File: src/rtl/store_trace_buffer.sv
// store_trace_buffer: captures CPU data-memory stores into a circular trace
// buffer and lets the user browse recent stores on a four-digit display.
module store_trace_buffer #(
  parameter int DEPTH = 16,
  parameter int CW    = $clog2(DEPTH)
) (
  input  logic          clk,
  input  logic          reset,
  input  logic          step_pulse,
  input  logic          memwrite,
  input  logic [31:0]   dataadr,
  input  logic [31:0]   writedata,
  input  logic          btn_prev,
  input  logic          btn_next,
  input  logic          btn_clear,
  output logic [31:0]   ent_addr,
  output logic [31:0]   ent_data,
  output logic [3:0]    dig3,
  output logic [3:0]    dig2,
  output logic [3:0]    dig1,
  output logic [3:0]    dig0,
  output logic [CW:0]   count,
  output logic [CW-1:0] cursor_age,
  output logic          browse,
  output logic          empty,
  output logic          overflow
);

  localparam logic [CW:0]   FULL_C    = (CW+1)'(DEPTH);
  localparam logic [CW:0]   CNT_ONE_C = (CW+1)'(1);
  localparam logic [CW-1:0] CUR_ONE_C = CW'(1);
  localparam logic [CW-1:0] CUR_MAX_C = CW'(DEPTH - 1);

  // Trace storage: {address, data} per entry.
  logic [63:0] mem_q [DEPTH];

  logic [CW-1:0] wr_ptr_q, wr_ptr_d;
  logic [CW:0]   count_q, count_d;
  logic [CW-1:0] cursor_q, cursor_d;
  logic          browse_q, browse_d;
  logic          overflow_q, overflow_d;
  logic [63:0]   ent_q;

  logic          capture;
  logic          cap_we;
  logic          full;
  logic [CW:0]   count_m1;
  logic [CW-1:0] rd_addr;

  assign capture  = step_pulse & memwrite;
  assign cap_we   = capture & ~btn_clear;
  assign full     = (count_q == FULL_C);
  assign count_m1 = count_q - CNT_ONE_C;
  // Entry of age k lives at slot (wr_ptr - 1 - k); read from next-state so the
  // registered output follows state changes without an extra pipeline stage.
  assign rd_addr  = wr_ptr_d - CUR_ONE_C - cursor_d;

  // Next-state logic: clear beats capture, capture beats navigation.
  always_comb begin
    wr_ptr_d   = wr_ptr_q;
    count_d    = count_q;
    cursor_d   = cursor_q;
    browse_d   = browse_q;
    overflow_d = overflow_q;
    if (btn_clear) begin
      count_d    = '0;
      cursor_d   = '0;
      browse_d   = 1'b0;
      overflow_d = 1'b0;
    end else if (capture) begin
      wr_ptr_d = wr_ptr_q + CUR_ONE_C;
      if (full) begin
        overflow_d = 1'b1;
      end else begin
        count_d = count_q + CNT_ONE_C;
      end
      // Keep pointing at the same store unless it was the one overwritten.
      if (browse_q && !(full && cursor_q == CUR_MAX_C)) begin
        cursor_d = cursor_q + CUR_ONE_C;
      end
    end else if (btn_prev && !btn_next) begin
      if (count_q >= (CW+1)'(2)) begin
        if (!browse_q) begin
          browse_d = 1'b1;
          cursor_d = CUR_ONE_C;
        end else if ({1'b0, cursor_q} < count_m1) begin
          cursor_d = cursor_q + CUR_ONE_C;
        end
      end
    end else if (btn_next && !btn_prev && browse_q) begin
      if (cursor_q > CUR_ONE_C) begin
        cursor_d = cursor_q - CUR_ONE_C;
      end else begin
        cursor_d = '0;
        browse_d = 1'b0;
      end
    end
  end

  // Control state registers.
  always_ff @(posedge clk) begin
    if (reset) begin
      wr_ptr_q   <= '0;
      count_q    <= '0;
      cursor_q   <= '0;
      browse_q   <= 1'b0;
      overflow_q <= 1'b0;
    end else begin
      wr_ptr_q   <= wr_ptr_d;
      count_q    <= count_d;
      cursor_q   <= cursor_d;
      browse_q   <= browse_d;
      overflow_q <= overflow_d;
    end
  end

  // Trace storage write port; contents are not cleared on reset.
  always_ff @(posedge clk) begin
    if (cap_we && !reset) begin
      mem_q[wr_ptr_q] <= {dataadr, writedata};
    end
  end

  // Registered read of the selected entry; an empty buffer shows zero.
  always_ff @(posedge clk) begin
    if (reset) begin
      ent_q <= '0;
    end else if (count_d == '0) begin
      ent_q <= '0;
    end else begin
      ent_q <= mem_q[rd_addr];
    end
  end

  assign ent_addr   = ent_q[63:32];
  assign ent_data   = ent_q[31:0];
  assign dig3       = ent_q[39:36];
  assign dig2       = ent_q[35:32];
  assign dig1       = ent_q[7:4];
  assign dig0       = ent_q[3:0];
  assign count      = count_q;
  assign cursor_age = cursor_q;
  assign browse     = browse_q;
  assign empty      = (count_q == '0);
  assign overflow   = overflow_q;

endmodule

File: config.mk
export PLATFORM = sky130hd
export DESIGN_NAME = store_trace_buffer
export DESIGN_NICKNAME = d
export VERILOG_FILES = /design/src/rtl/store_trace_buffer.sv
export SDC_FILE = /design/constraint.sdc
export NUM_CORES = 1
export LEC_CHECK = 0
export CAP_MARGIN = 30
export CORE_ASPECT_RATIO = 1.1
export CORE_MARGIN = 4
export CORE_UTILIZATION = 25
export CTS_CLUSTER_SIZE = 25
export DETAILED_ROUTE_END_ITERATION = 8
export GPL_TIMING_DRIVEN = 0
export PLACE_DENSITY = 0.43
export SKIP_LAST_GASP = 1
export SLEW_MARGIN = 20
export SYNTH_ARGS = -nofsm -noshare
export SYNTH_HDL_FRONTEND = slang
export SYNTH_SLANG_ARGS = --single-unit
File: constraint.sdc
create_clock -name clk -period 14.4 [get_ports clk]
set_input_delay 3.6 -clock clk [delete_from_list [all_inputs] [get_ports clk]]
set_output_delay 3.6 -clock clk [all_outputs]
set_load 0.1 [all_outputs]
==> summary.txt, run 1 <==
Critical path
  – Slowest stage cell, crit path: clkbuf_1
  – Setup crit start: memwrite
  – Critical path arrival: 9030 ps
  – Slowest cell delay on critical path: 830 ps
  – Reg2Reg Depth: 18
  – Crit. path cell count: 16
  – Worst path buffer plus inverter count: 4
  – Setup crit end kind: flip-flop
  – Crit-path max FO: 10
  – Crit path max-delay family: buffers and inverters
  – Startpoint types: input pin
  – CP Cell Sequence: clkdlybuf4s50_1, nand2_1, clkbuf_1, nor2_1, nand2_1, o21ai_0, nand2_1, and3_1, ha_1, fa_1, clkbuf_1, clkbuf_1, mux4_2, mux2_2, nand2_1, mux2i_1
  – Cell mode on critical path: nand2_1
  – R2R Path Start: count[0]
  – Kind of critical path: input pin to flip-flop
  – Critical Path RT: 14970 ps

Finish
  – Area grow syn2layout: 23.6%
  – Filler Cell Count: 16300
  – Share of layout cells above drive strength 1: 0.298
  – Final nets: 2457
  – Non-Filler Instances: 4720

CTS
  – Clk sinks: 1103
  – CTS Buf Count: 120
  – Root Driver: clkbuf_16
  – Cts hold-fix bufs: 0
  – Max clock buf depth: 3
  – CTS tree: built
  – Post-CTS Setup Inserts: 0
  – PostCTS Resize Cnt: 0
  – Htree depth: 3
  – Clk Latency, worst-skew pair: 750 ps
  – Clk slew on worst S/H paths: 60 ps

Global routing
  – Largest net degree at the start of global routing: 20
  – Initial antenna violation count: 14
  – Tot GR Track Use: 0.125
  – First-pass GRT wire length: 160000 um
  – Final global-route overflow total: 0
  – Number of global-route vias before repair: 22100

Drt
  – Post-route ant nets: 0
  – DR WL/cell: 23.5 um
  – Max Used Layer: met5
  – Via count: 20500
  – Iter 0 DRT Violations: 1590
  – Final wirelength: 111000 um
  – Met1 Routed Length: 47700 um
  – Drt pass-1 iters: 5
  – Vias per inst: 4.33
  – Met2 WL post-DR: 55000 um
  – Met3 WL: 6000 um
  – Drt drc: 0

Place
  – Placed cell count: 4486
  – Post-DP HPWL: 75400 um
  – Routability Congestion: 0.726
  – Port buffer count: 159

Yosys
  – EDFF count, synth: 1024
  – FFs w/ async S/R, synth: 0
  – Post-synth design cell area: 42500 sq um
  – Sequential area share after synthesis: 0.760
  – Synth warnings: 0
  – Instance count of the mapped netlist: 1987
  – Syn_area_per_cell: 21.4 sq um
  – Yosys reg bits: 1103
  – Synth cell types: 56
  – Most used flip-flop cell after synthesis: edfxtp_1
  – Synth Net Count: 2076

STA
  – Max Clk Rate: 0.118 GHz
  – Unrepaired setup endpoints after global routing: false
  – Worst Skew: 57.6 ps
  – Setup violations, final: 0
  – Rel. slew slack: 0.312
  – Worst-case hold slack: 515 ps
  – Tcrit/Tclk final: 0.588
  – TNS Setup: 0 ps
  – Final hold vios: 0
  – Final Slew Violations: 0
  – Post-route minimum period: 8460 ps
  – Least-Margin Pin Slew: 1030 ps

Power and ir drop
  – Worst VDD drop: 95.4 uV
  – Pwr dens: 137 nW/um^2
  – LEAKAGE: 16.8 nW
  – Tot Pwr: 0.00720 W

Floorplanning
  – Core footprint: 169000 sq um
  – Die Span Y: 441 um
  – Starting Density: 0.252
  – Row count: 158
  – I/O pin count: 163
  – Die Area: 177000 sq um
  – Die width: 401 um

Hold path
  – Hold path startpoint: overflow
  – HP Class: flip-flop to flip-flop
  – WHS Path Cells: 2

Run
  – Max Cap Violations: 0

Outcome
  – Status: finished clean
-- per-layer routing --
metal	global-route usage	vias to the layer above
met4	0.0343	8
met3	0.0262	151
met5	0	-
li1	-	8903
met1	0.162	10900
met2	0.212	471
-- report_power, final --
part | total (W) | leakage [nW] | internal, W | switching, W
sequential | 0.00352 | 9.85 | 0.00351 | 0.00000545
combinational | 0.000733 | 5.11 | 0.000318 | 0.000415
clock | 0.00295 | 1.86 | 0.00168 | 0.00127
total | 0.00720 | 16.8 | 0.00551 | 0.00169
-- tightest hold or removal path, stage by stage (launching register included) --
cell     delay [ps]
dfxtp_1         350
a21oi_1          50
nor2_1           80
-- synthesized netlist by cell type (2+ instances only) --
cell          n  area [sq um]
a211oi_1      3          22.5
a21o_1        3          22.5
a21oi_1      12          60.1
a311oi_1      2          17.5
a31oi_1       3          18.8
and2_1        3          18.8
and3_1        3          18.8
buf_2        31           155
buf_4        16           120
buf_6         7          78.8
clkbuf_1     66           248
dfxtp_1      79          1580
edfxtp_1   1024         30700
ha_1         17           213
inv_1        10          37.5
mux2_2      128          1440
mux2i_1      66           661
mux4_2      256          5770
nand2_1     146           548
nand2b_1      6          37.5
nand3_1       6          30.0
nand4_1       2          12.5
nor2_1       25          93.8
nor2b_1       5          31.3
nor3_1       12          60.1
nor3b_1       4          30.0
o21a_1        4          30.0
o21ai_0       8          40.0
o221ai_1      2          17.5
o2bb2ai_1     2          17.5
or2_2         3          18.8
xnor2_1       7          61.3
xor2_1        3          26.3
-- metrics by stage --
stage | util | cell area [sq um] | setup slack [ps]
after floorplan | - | 42500 | 4930
after detailed placement | 0.289 | 48700 | 5130
final | 0.311 | 52600 | 5940
after CTS | 0.311 | 52600 | 5950
after global placement | 0.278 | 46900 | -1630
after global routing | 0.311 | 52600 | 5580
-- cell families after synthesis --
group | Yosys count | share of synthesized area
AOI/OAI and AO/OA | 51 | 0.00838
adders and majority gates | 18 | 0.00547
DFF | 1103 | 0.760
xor gates and xnor gates | 11 | 0.00259
muxes | 450 | 0.185
and+or+nand+nor | 223 | 0.0235
buffers and inverters | 131 | 0.0151
-- state kept, by name (all words and copies together), names as in the netlist --
name        flops
count           5
cursor_age      4
mem_q        1024
wr_ptr_q        4
ent_q          64
browse          1
overflow        1
-- worst paths after layout --
kind | endpoint | slack, ps
max | ent_q[62] | 5940
max reg2reg | ent_q[62] | 7960
min | overflow | 510
min reg2reg | overflow | 510
-- layout by cell type, fill, tap and decap left out, types with 4 or more instances in the layout --
| master | count |
|---|---|
| nor3_1 | 8 |
| o21a_1 | 4 |
| nor2_4 | 12 |
| bufinv_16 | 4 |
| buf_6 | 19 |
| nand3_1 | 6 |
| nor2_1 | 13 |
| inv_1 | 10 |
| clkdlybuf4s50_1 | 159 |
| nand2_1 | 146 |
| a21oi_1 | 12 |
| mux2i_1 | 66 |
| clkbuf_8 | 10 |
| diode_2 | 6 |
| ha_1 | 17 |
| o21ai_0 | 8 |
| xnor2_1 | 7 |
| nor3_2 | 5 |
| mux4_2 | 256 |
| buf_16 | 34 |
| dfxtp_1 | 79 |
| buf_12 | 17 |
| clkinv_16 | 4 |
| nor3b_1 | 4 |
| clkbuf_1 | 105 |
| mux2_2 | 128 |
| clkinv_2 | 22 |
| buf_4 | 53 |
| clkbuf_16 | 121 |
| buf_2 | 31 |
| edfxtp_1 | 1024 |
| clkinvlp_4 | 4 |
| nand2b_1 | 6 |
| clkinv_1 | 16 |
| nor2b_1 | 5 |
-- layout make-up --
class                      count  area (sq um)  area share
sequential                  1103         32300       0.615
multi-input combinational    753          9680       0.184
clock buffer                 172          3320      0.0631
timing repair buffer         259          3280      0.0624
tap                         2240          2800      0.0533
buffer                       121           608      0.0116
clock inverter                56           508     0.00966
inverter                      10          37.5    0.000714
antenna                        6          15.0    0.000286
(Power assumes the default switching activity.)
==> run 2, diff against run 1 <==
clock period = 8.4 ns   (was 14.4 ns; I/O delays follow)
==> results of run 2 <==
The final DEF is identical to that of run 1. Status: finished clean.
Main changes from that run: setup slack after placement 5130 ps -> 635 ps; setup slack after layout 5940 ps -> 1440 ps; register-to-register setup slack 7960 ps -> 1960 ps; total power 0.00720 W -> 0.0123 W; worst IR drop on VDD 95.4 uV -> 164 uV
==> run 3, diff against run 2 <==
PLACE_DENSITY = 0.45   (was 0.43)
clock period = 5.8 ns   (was 8.4 ns; I/O delays follow)
==> run 3 against run 2 <==
Sequential share of layout area is 0.15 points lower. Cell area is 0.24% higher. Routed wire length is 0.58% higher. Critical endpoint is now ent_q[58]. Largest cell class unchanged.
==> summary.txt, run 3 (synthesized netlist as in run 1, its figures left out) <==
Power and ir drop
  – Clock group share of total power: 0.424
  – Power Internal: 0.0141 W
  – Sw Ratio: 0.232
  – Tot Pwr: 0.0183 W
  – Sequential Power Share: 0.476
  – Worst VDD drop: 254 uV
  – Comb power frac: 0.100
  – Pwr dens: 348 nW/um^2
  – P_sw: 0.00426 W
  – LEAKAGE: 16.8 nW

Drt
  – DR WL/cell: 23.8 um
  – Vias per inst: 4.36
  – Drt pass-1 iters: 5
  – Post-route ant nets: 0
  – Iter 0 DRT Violations: 1720
  – Via count: 20500
  – Final wirelength: 112000 um
  – Drt drc: 0

STA
  – Setup WS post-layout: 310 ps
  – Rel. slew slack: 0.299
  – Max Clk Rate: 0.182 GHz
  – Setup violations, final: 0
  – Post-route minimum period: 5490 ps
  – Worst Skew: 26.9 ps
  – Final Slew Violations: 0
  – TNS Setup: 0 ps
  – Least-Margin Pin Slew: 1050 ps
  – Final hold vios: 0
  – Tcrit/Tclk final: 0.947

Floorplanning
  – Die Area: 177000 sq um
  – I/O pin count: 163
  – Core footprint: 169000 sq um
  – Row count: 158
  – Die width: 401 um
  – Starting Density: 0.252
  – Die Span Y: 441 um

CTS
  – Clk sinks: 1103
  – CTS tree: built
  – Clk slew on worst S/H paths: 60 ps
  – Clk Latency, worst-skew pair: 720 ps
  – Htree depth: 3
  – Post-CTS Setup Inserts: 0
  – Cts hold-fix bufs: 0
  – CTS Buf Count: 117
  – Max clock buf depth: 3
  – Root Driver: clkbuf_16
  – PostCTS Resize Cnt: 37

Critical path
  – R2r setup slk: 340 ps
  – R2R Path Start: count[0]
  – Slowest cell delay on critical path: 690 ps
  – Slowest stage cell, crit path: fa_1
  – Crit-path max FO: 10
  – Reg2Reg Depth: 19
  – Critical path arrival: 6050 ps
  – Setup crit end kind: flip-flop
  – Critical Path RT: 6360 ps
  – Startpoint types: input pin
  – Reg2reg end: ent_q[58]
  – Cell mode on critical path: nand2_1
  – CP Cell Sequence: clkdlybuf4s50_1, nand2_1, clkbuf_1, nor2_1, nand2_1, o21ai_0, nand2_1, and3_1, ha_1, fa_1, clkbuf_2, buf_6, clkbuf_2, mux4_2, mux2_2, nand2_1, mux2i_2
  – Kind of critical path: input pin to flip-flop

Run
  – Max Cap Violations: 0

Place
  – Placed instance area: 48600 sq um
  – Routability Congestion: 0.739
  – Pre-CTS setup slack: -1110 ps
  – Port buffer count: 159
  – Placed cell count: 4466
  – Post-DP HPWL: 73000 um

Finish
  – Area grow syn2layout: 23.9%
  – Register area: 32300 sq um
  – Non-Filler Instances: 4694
  – Reg with most FFs: mem_q
  – Share of layout cells above drive strength 1: 0.319
  – Commonest non-fill, non-tap cell in the layout: edfxtp_1
  – Multi-input gate area: 9740 sq um
  – Final nets: 2434
  – Final Instance Area: 52700 sq um
  – Filler Cell Count: 16300
  – Largest register FFs: 1024
  – Commonest non-fill, non-tap cells in the layout: edfxtp_1 (1024), mux4_2 (256), clkdlybuf4s50_1 (159), nand2_1 (146), mux2_2 (128)

Global routing
  – Initial antenna violation count: 16
  – Number of global-route vias before repair: 22200
  – Final global-route overflow total: 0
  – Largest net degree at the start of global routing: 19
  – Tot GR Track Use: 0.125
  – First-pass GRT wire length: 161000 um

Hold path
  – Hold path endpoint: overflow
  – Hold path startpoint: overflow
  – WHS Path Cells: 2
  – HP Class: flip-flop to flip-flop

Outcome
  – Status: finished clean
-- run 3: cell count changes in the layout (fill, tap and decap cells not counted), moves of 11 or more --
cell / previous run / this run
buf_12: 17 / 38
buf_16: 34 / 10
buf_4: 53 / 16
buf_8: 0 / 24
bufinv_16: 4 / 15
clkbuf_1: 105 / 41
clkbuf_2: 2 / 36
-- run 3: worst max-delay path by stage --
stage / startpoint / end / slack, ps / cells past startpoint
after floorplan: btn_clear / mem_q[12][0] / 190 / 6
after global placement: step_pulse / mem_q[8][37] / -4390 / 6
after detailed placement: step_pulse / ent_q[57] / -1110 / 17
after CTS: count[0] / ent_q[57] / -80 / 19
after global routing: count[0] / ent_q[25] / -10 / 19
final: memwrite / ent_q[58] / 310 / 17
-- run 3: final cells by class --
type,count,share of cell area
Sequential cell,1103,0.613
Antenna cell,5,0.000237
Tap cell,2240,0.0532
Timing Repair Buffer,239,0.0584
Multi-Input combinational cell,753,0.185
Inverter,10,0.000712
Clock buffer,144,0.0602
Buffer,121,0.0128
Clock inverter,79,0.0163
-- run 3: per-stage QoR --
| stage | utilization | hold WS (ps) |
|---|---|---|
| after floorplan | - | 656 |
| after global placement | 0.278 | 478 |
| after detailed placement | 0.288 | 483 |
| after CTS | 0.312 | 502 |
| after global routing | 0.312 | 552 |
| final | 0.312 | 499 |
-- run 3: layer usage --
metal | routed length, um | global-route usage | up-vias
met4 | 2210 | 0.0347 | 12
met1 | 48400 | 0.162 | 11000
met3 | 5190 | 0.0246 | 156
met2 | 55900 | 0.215 | 482
li1 | - | - | 8866
met5 | 78 | 0 | -
-- run 3: worst max-delay path: cells and delay by family --
kind	cells	cell delay, ps
AOI/OAI and AO/OA	1	90
adders and majority gates	2	900
buffers and inverters	5	1710
muxes	3	880
and+or+nand+nor	6	1010
-- run 3: power by group through the flow --
stage	clock network, W	logic [W]	registers (W)
floorplan	0	0.00109	0.00907
global placement	0	0.00184	0.00890
detailed placement	0	0.00187	0.00890
CTS	0.00805	0.00188	0.00873
global route	0.00836	0.00197	0.00873
finish	0.00777	0.00184	0.00873
